<file path="src/rtl/code_entry_ctrl.sv">
// Key-entry front end for the combinational coded lock.
// Debounces three active-low buttons and shifts a 4-bit code in one bit per press.
// Presents the code with the enable d held high for a fixed verdict window.
// Tracks consecutive wrong codes and applies a timed lockout.
//
// state   | meaning
// --------+-----------------------------------------------------------
// IDLE    | no entry in progress, code=0, waiting for first digit
// ENTRY   | 1..3 digits entered, idle timer running
// PRESENT | 4 digits entered, d=1, verdict sampled on last cycle
// LOCKOUT | too many wrong codes, all key events discarded
module code_entry_ctrl #(
  parameter int unsigned DEBOUNCE_CYCLES = 240000,
  parameter int unsigned TIMEOUT_CYCLES  = 60000000,
  parameter int unsigned PRESENT_CYCLES  = 4,
  parameter int unsigned MAX_FAIL        = 3,
  parameter int unsigned LOCKOUT_CYCLES  = 360000000
) (
  input  logic       clk,
  input  logic       rst,
  input  logic       key0_n,
  input  logic       key1_n,
  input  logic       keyclr_n,
  input  logic       lock_ok,
  input  logic       lock_err,
  output logic       q,
  output logic       u,
  output logic       n,
  output logic       b,
  output logic       d,
  output logic [2:0] digits,
  output logic       unlocked,
  output logic       locked_out
);

  localparam int DW = $clog2(DEBOUNCE_CYCLES + 1);
  localparam int TW = $clog2(TIMEOUT_CYCLES + 1);
  localparam int PW = $clog2(PRESENT_CYCLES + 1);
  localparam int FW = $clog2(MAX_FAIL + 1);
  localparam int LW = $clog2(LOCKOUT_CYCLES + 1);

  typedef enum logic [1:0] {IDLE, ENTRY, PRESENT, LOCKOUT} state_t;

  // Index 0 = key0, 1 = key1, 2 = clear.
  logic [2:0]    raw;
  logic [2:0]    sync1;
  logic [2:0]    sync2;
  logic [2:0]    level;
  logic [2:0]    evt;
  logic [DW-1:0] db_cnt [3];

  state_t        state;
  logic [3:0]    code;
  logic [FW-1:0] fail_cnt;
  logic [TW-1:0] idle_tmr;
  logic [PW-1:0] pres_tmr;
  logic [LW-1:0] lock_tmr;

  logic dig_ev;
  logic dig_bit;
  logic clr_ev;

  assign raw = {keyclr_n, key1_n, key0_n};

  // Two-flop synchronisers; released (1) is the idle level.
  always_ff @(posedge clk or posedge rst) begin
    if (rst) begin
      sync1 <= 3'b111;
      sync2 <= 3'b111;
    end else begin
      sync1 <= raw;
      sync2 <= sync1;
    end
  end

  // Debounce: level follows the synchronised key after DEBOUNCE_CYCLES differing
  // samples in a row; a registered pulse marks each accepted press (1->0).
  always_ff @(posedge clk or posedge rst) begin
    if (rst) begin
      level <= 3'b111;
      evt   <= 3'b000;
      for (int i = 0; i < 3; i++) db_cnt[i] <= '0;
    end else begin
      for (int i = 0; i < 3; i++) begin
        if (sync2[i] == level[i]) begin
          db_cnt[i] <= '0;
          evt[i]    <= 1'b0;
        end else if (db_cnt[i] == DW'(DEBOUNCE_CYCLES - 1)) begin
          db_cnt[i] <= '0;
          level[i]  <= sync2[i];
          evt[i]    <= ~sync2[i];
        end else begin
          db_cnt[i] <= db_cnt[i] + DW'(1);
          evt[i]    <= 1'b0;
        end
      end
    end
  end

  // Clear beats digits; two simultaneous digit keys cancel each other.
  assign clr_ev  = evt[2];
  assign dig_ev  = (evt[0] ^ evt[1]) & ~clr_ev;
  assign dig_bit = evt[1];

  assign q = code[3];
  assign u = code[2];
  assign n = code[1];
  assign b = code[0];

  // Entry / present / lockout sequencing with registered outputs.
  always_ff @(posedge clk or posedge rst) begin
    if (rst) begin
      state      <= IDLE;
      code       <= '0;
      digits     <= '0;
      d          <= 1'b0;
      unlocked   <= 1'b0;
      locked_out <= 1'b0;
      fail_cnt   <= '0;
      idle_tmr   <= '0;
      pres_tmr   <= '0;
      lock_tmr   <= '0;
    end else begin
      unlocked <= 1'b0;
      case (state)
        IDLE: begin
          if (dig_ev) begin
            code     <= {code[2:0], dig_bit};
            digits   <= 3'd1;
            idle_tmr <= TW'(TIMEOUT_CYCLES - 1);
            state    <= ENTRY;
          end
        end
        ENTRY: begin
          if (clr_ev) begin
            code     <= '0;
            digits   <= '0;
            idle_tmr <= '0;
            state    <= IDLE;
          end else if (dig_ev) begin
            code     <= {code[2:0], dig_bit};
            digits   <= digits + 3'd1;
            idle_tmr <= TW'(TIMEOUT_CYCLES - 1);
            if (digits == 3'd3) begin
              d        <= 1'b1;
              pres_tmr <= PW'(PRESENT_CYCLES - 1);
              idle_tmr <= '0;
              state    <= PRESENT;
            end
          end else if (idle_tmr == '0) begin
            code   <= '0;
            digits <= '0;
            state  <= IDLE;
          end else begin
            idle_tmr <= idle_tmr - TW'(1);
          end
        end
        PRESENT: begin
          if (pres_tmr == '0) begin
            d      <= 1'b0;
            code   <= '0;
            digits <= '0;
            if (lock_ok) begin
              unlocked <= 1'b1;
              fail_cnt <= '0;
              state    <= IDLE;
            end else if (fail_cnt >= FW'(MAX_FAIL - 1)) begin
              fail_cnt   <= FW'(MAX_FAIL);
              locked_out <= 1'b1;
              lock_tmr   <= LW'(LOCKOUT_CYCLES - 1);
              state      <= LOCKOUT;
            end else begin
              fail_cnt <= fail_cnt + FW'(1);
              state    <= IDLE;
            end
          end else begin
            pres_tmr <= pres_tmr - PW'(1);
          end
        end
        LOCKOUT: begin
          if (lock_tmr == '0) begin
            locked_out <= 1'b0;
            fail_cnt   <= '0;
            state      <= IDLE;
          end else begin
            lock_tmr <= lock_tmr - LW'(1);
          end
        end
        default: state <= IDLE;
      endcase
    end
  end

endmodule

</file>
<file path="config.mk">
export PLATFORM = sky130hd
export DESIGN_NAME = code_entry_ctrl
export DESIGN_NICKNAME = d
export VERILOG_FILES = /design/src/rtl/code_entry_ctrl.sv
export SDC_FILE = /design/constraint.sdc
export NUM_CORES = 1
export LEC_CHECK = 0
export ABC_AREA = 0
export CAP_MARGIN = 20
export CORE_ASPECT_RATIO = 1.1
export CORE_UTILIZATION = 60
export CTS_BUF_LIST = sky130_fd_sc_hd__clkbuf_8
export CTS_CLUSTER_SIZE = 16
export DETAILED_ROUTE_END_ITERATION = 16
export PLACE_DENSITY = 0.85
export SLEW_MARGIN = 10
export SYNTH_ARGS = -nofsm -noshare
export SYNTH_HDL_FRONTEND = slang
export SYNTH_SLANG_ARGS = --single-unit
</file>
<file path="constraint.sdc">
create_clock -name clk -period 12.34 [get_ports clk]
set_input_delay 2.468 -clock clk [delete_from_list [all_inputs] [get_ports clk]]
set_output_delay 2.468 -clock clk [all_outputs]
set_load 0.02 [all_outputs]
</file>
==> results.yml <==
critical_path:
  crit_chain: "clkdlybuf4s50_1, nor2b_1, a31oi_1, a31oi_1, and4_1, o21ai_0"
  worstPathMaxFanout: 12
  required_ns: 12.63
  r2r_start: "idle_tmr[0]"
  r2r_cells: 7
  reg2reg_to: "idle_tmr[6]"
  critPathArrivalTime_ns: 4.79
  reg2reg_slack_ns: 9.39
  cp-start-kind: "input pin"
  crit_path_frequent_cell: "a31oi_1"
  path_buf_inv: 1
  cp_top_family: "compound AO/OA/AOI/OAI gates"
  worstSetupPathType: "in -> reg"
  worst_path_largest_cell_delay_ns: 0.85
  slowest_stage: "a31oi_1"
  cp-end-kind: "register"
  cp.depth: 6
route:
  viasPerCell: 6.35
  drt-pass1-iter-count: 5
  drc: 0
  wl_per_cell_um: 17.0
  drt_iter0_drc: 332
  ant_nets: 0
  totalWireLength_mm: 15.7
  vias: 5876
sta:
  finalCriticalPeriod_ns: 4.50
  rsz0062_at_grt: "false"
  hold-worst-slack_ns: 0.359
  max_freq_ghz: 0.222
  final_hold_viol_count: 0
  setup_violations: 0
  setup_tns_ns: 0
  drv_slew: 0
  slew_headroom_pct: 32.4
  clock_skew_ns: 0.0122
  fin_crit_sh_pct: 36.5
  tightest_slew_ns: 1.01
logic_synthesis:
  netlist_area_um2: 7380
  yosysWarningCount: 0
  netlist-cell-type-count: 74
  ys_seq_area_share_pct: 46.9
  synth_area_per_cell_um2: 9.93
  synth_edf_count: 0
  synthesis.instances: 743
  yosys_register_bits: 138
  synth_fp_nets: 765
  ys.flop_type: "dfrtp_1"
  synthArstFlopShare_pct: 100
global_routing:
  grt_pass1_wl_mm: 26.7
  antenna_found_initial: 0
  grt_overflow_total: 0
  grt.total_usage_pct: 26.5
  grt_max_degree: 83
  first_global_vias: 5870
cells_and_area:
  fill_cells: 864
  layout_commonest_cell: "dfrtp_1"
  nets: 781
  diodes: 0
  drive_gt1_share_pct: 10.5
  syn2layout_area_growth_pct: 9.78
  fin_area_um2: 8100
  final_cell_mix: "129 x dfrtp_1, 77 x nor2_1, 54 x nand2_1, 44 x a21oi_1, 38 x xor2_1"
clock_tree:
  htreeDepth: 4
  hold_buffers: 0
  cts_tree: "done"
  clk_pin_slew_ns: 0.08
  cts_resized: 0
  clockBufferDepth: 2
  root_buffer: "clkbuf_8"
  post-cts-setup-buffers: 0
  clk_latency_ns: 0.47
  cts.sinks: 138
  numCtsBuffers: 17
status:
  status: "finished clean"
place:
  dp_hpwl_mm: 10.6
  portBuffers: 15
  place_congestion: 0.879
  place_area_um2: 7630
min_path:
  worstHoldPathType: "reg -> reg"
  holdPathStages: 0
  hp-start: "sync1[2]"
  worst_hold_path.endpoint: "sync2[2]"
floorplan:
  die_area_um2: 12700
  num_rows: 42
  core_region_area_um2: 12000
  fp.dieH_um: 118
  die_width_um: 108
  initial_core_util_pct: 61.3
  io_pins: 17
power_and_ir_drop:
  vdd_ir_drop_max_v: 0.0000894
  power_frac_clock_pct: 46.3
  p_per_area_nw_per_um2: 110
  leakagePower_nw: 3.73
  combPwrFrac_pct: 2.2
  p_seq_share_pct: 51.5
  swShare_pct: 21.9
  p_switching_w: 0.000196
  p_int_w: 0.000696
job:
  max-cap-violations: 0
sequential cells by signal (all words and copies together) (netlist names):
signal,cells
idle_tmr,26
fail_cnt,2
evt,3
sync1,3
digits,3
lock_tmr,29
state,2
sync2,3
code,4
level,3
d,1
locked_out,1
pres_tmr,3
unlocked,1
db_cnt,54
power by group through the flow:
stage	clock, W	sequential [W]	combinational (W)
floorplan	0	0.000467	0.0000132
global placement	0	0.000468	0.0000183
detailed placement	0	0.000468	0.0000193
CTS	0.000417	0.000459	0.0000196
global route	0.000436	0.000460	0.0000228
finish	0.000413	0.000459	0.0000198
cell type report:
class | count | area (um2) | area share [%]
inverter | 25 | 96.3 | 1.19
clock inverter | 12 | 173 | 2.13
tap | 154 | 193 | 2.38
clock buffer | 20 | 275 | 3.40
timing repair buffer | 20 | 200 | 2.47
sequential | 138 | 3460 | 42.8
multi-input combinational | 557 | 3700 | 45.7
Yosys cell counts (8+ instances only):
| cell | n | share of area, % |
|---|---|---|
| nor3_1 | 23 | 1.6 |
| clkbuf_1 | 15 | 0.76 |
| or4_1 | 13 | 1.3 |
| inv_1 | 25 | 1.3 |
| dfrtp_1 | 129 | 44 |
| mux2i_1 | 8 | 1.1 |
| a21oi_1 | 44 | 3.0 |
| or3_1 | 10 | 0.85 |
| dfstp_2 | 9 | 3.2 |
| and4_1 | 15 | 1.8 |
| a31oi_1 | 17 | 1.4 |
| xor2_1 | 38 | 4.5 |
| nand2_1 | 54 | 2.7 |
| o22a_1 | 10 | 1.2 |
| xnor2_1 | 17 | 2.0 |
| nor2b_1 | 8 | 0.68 |
| o31ai_1 | 16 | 1.6 |
| o21ai_0 | 23 | 1.6 |
| nor2_1 | 77 | 3.9 |
| and3_1 | 19 | 1.6 |
| nand3_1 | 34 | 2.3 |
| nand4_1 | 20 | 1.7 |
| ha_1 | 15 | 2.5 |
worst max path at each step:
stage,from,to
3_5_place_dp,lock_ok,lock_tmr[8]
3_3_place_gp,lock_ok,lock_tmr[5]
2_1_floorplan,rst,code[0]
4_1_cts,lock_ok,lock_tmr[8]
5_1_grt,lock_ok,lock_tmr[5]
6_report,lock_ok,lock_tmr[8]
cells by family after synthesis:
kind of cell | count (synthesis) | share of synthesized area [%]
simple gates | 326 | 24.8
compound gates | 147 | 14.3
flops | 138 | 46.9
xor+xnor | 55 | 6.53
buf+inv | 48 | 2.92
fa+ha+maj | 15 | 2.54
mux | 14 | 2.00
routing by layer:
layer  global-route usage, %  vias up  wire, um
met4                    12.8        0       404
li1                        -     2767         -
met2                    43.1      164      7910
met3                    5.24       36       737
met5                       0        -         0
met1                    33.6     2909      6670
stage by stage:
stage          utilization (%)  setup WS [ns]  cells  power, W
5_1_grt                   67.3           7.71    926  0.000918
6_report                  67.3           7.84    926  0.000892
3_3_place_gp              63.4           7.60    892  0.000486
3_5_place_dp              63.4           7.45    892  0.000487
4_1_cts                   67.1           7.94    924  0.000896
2_1_floorplan                -           6.19    743  0.000481
(Power assumes the default switching activity.)
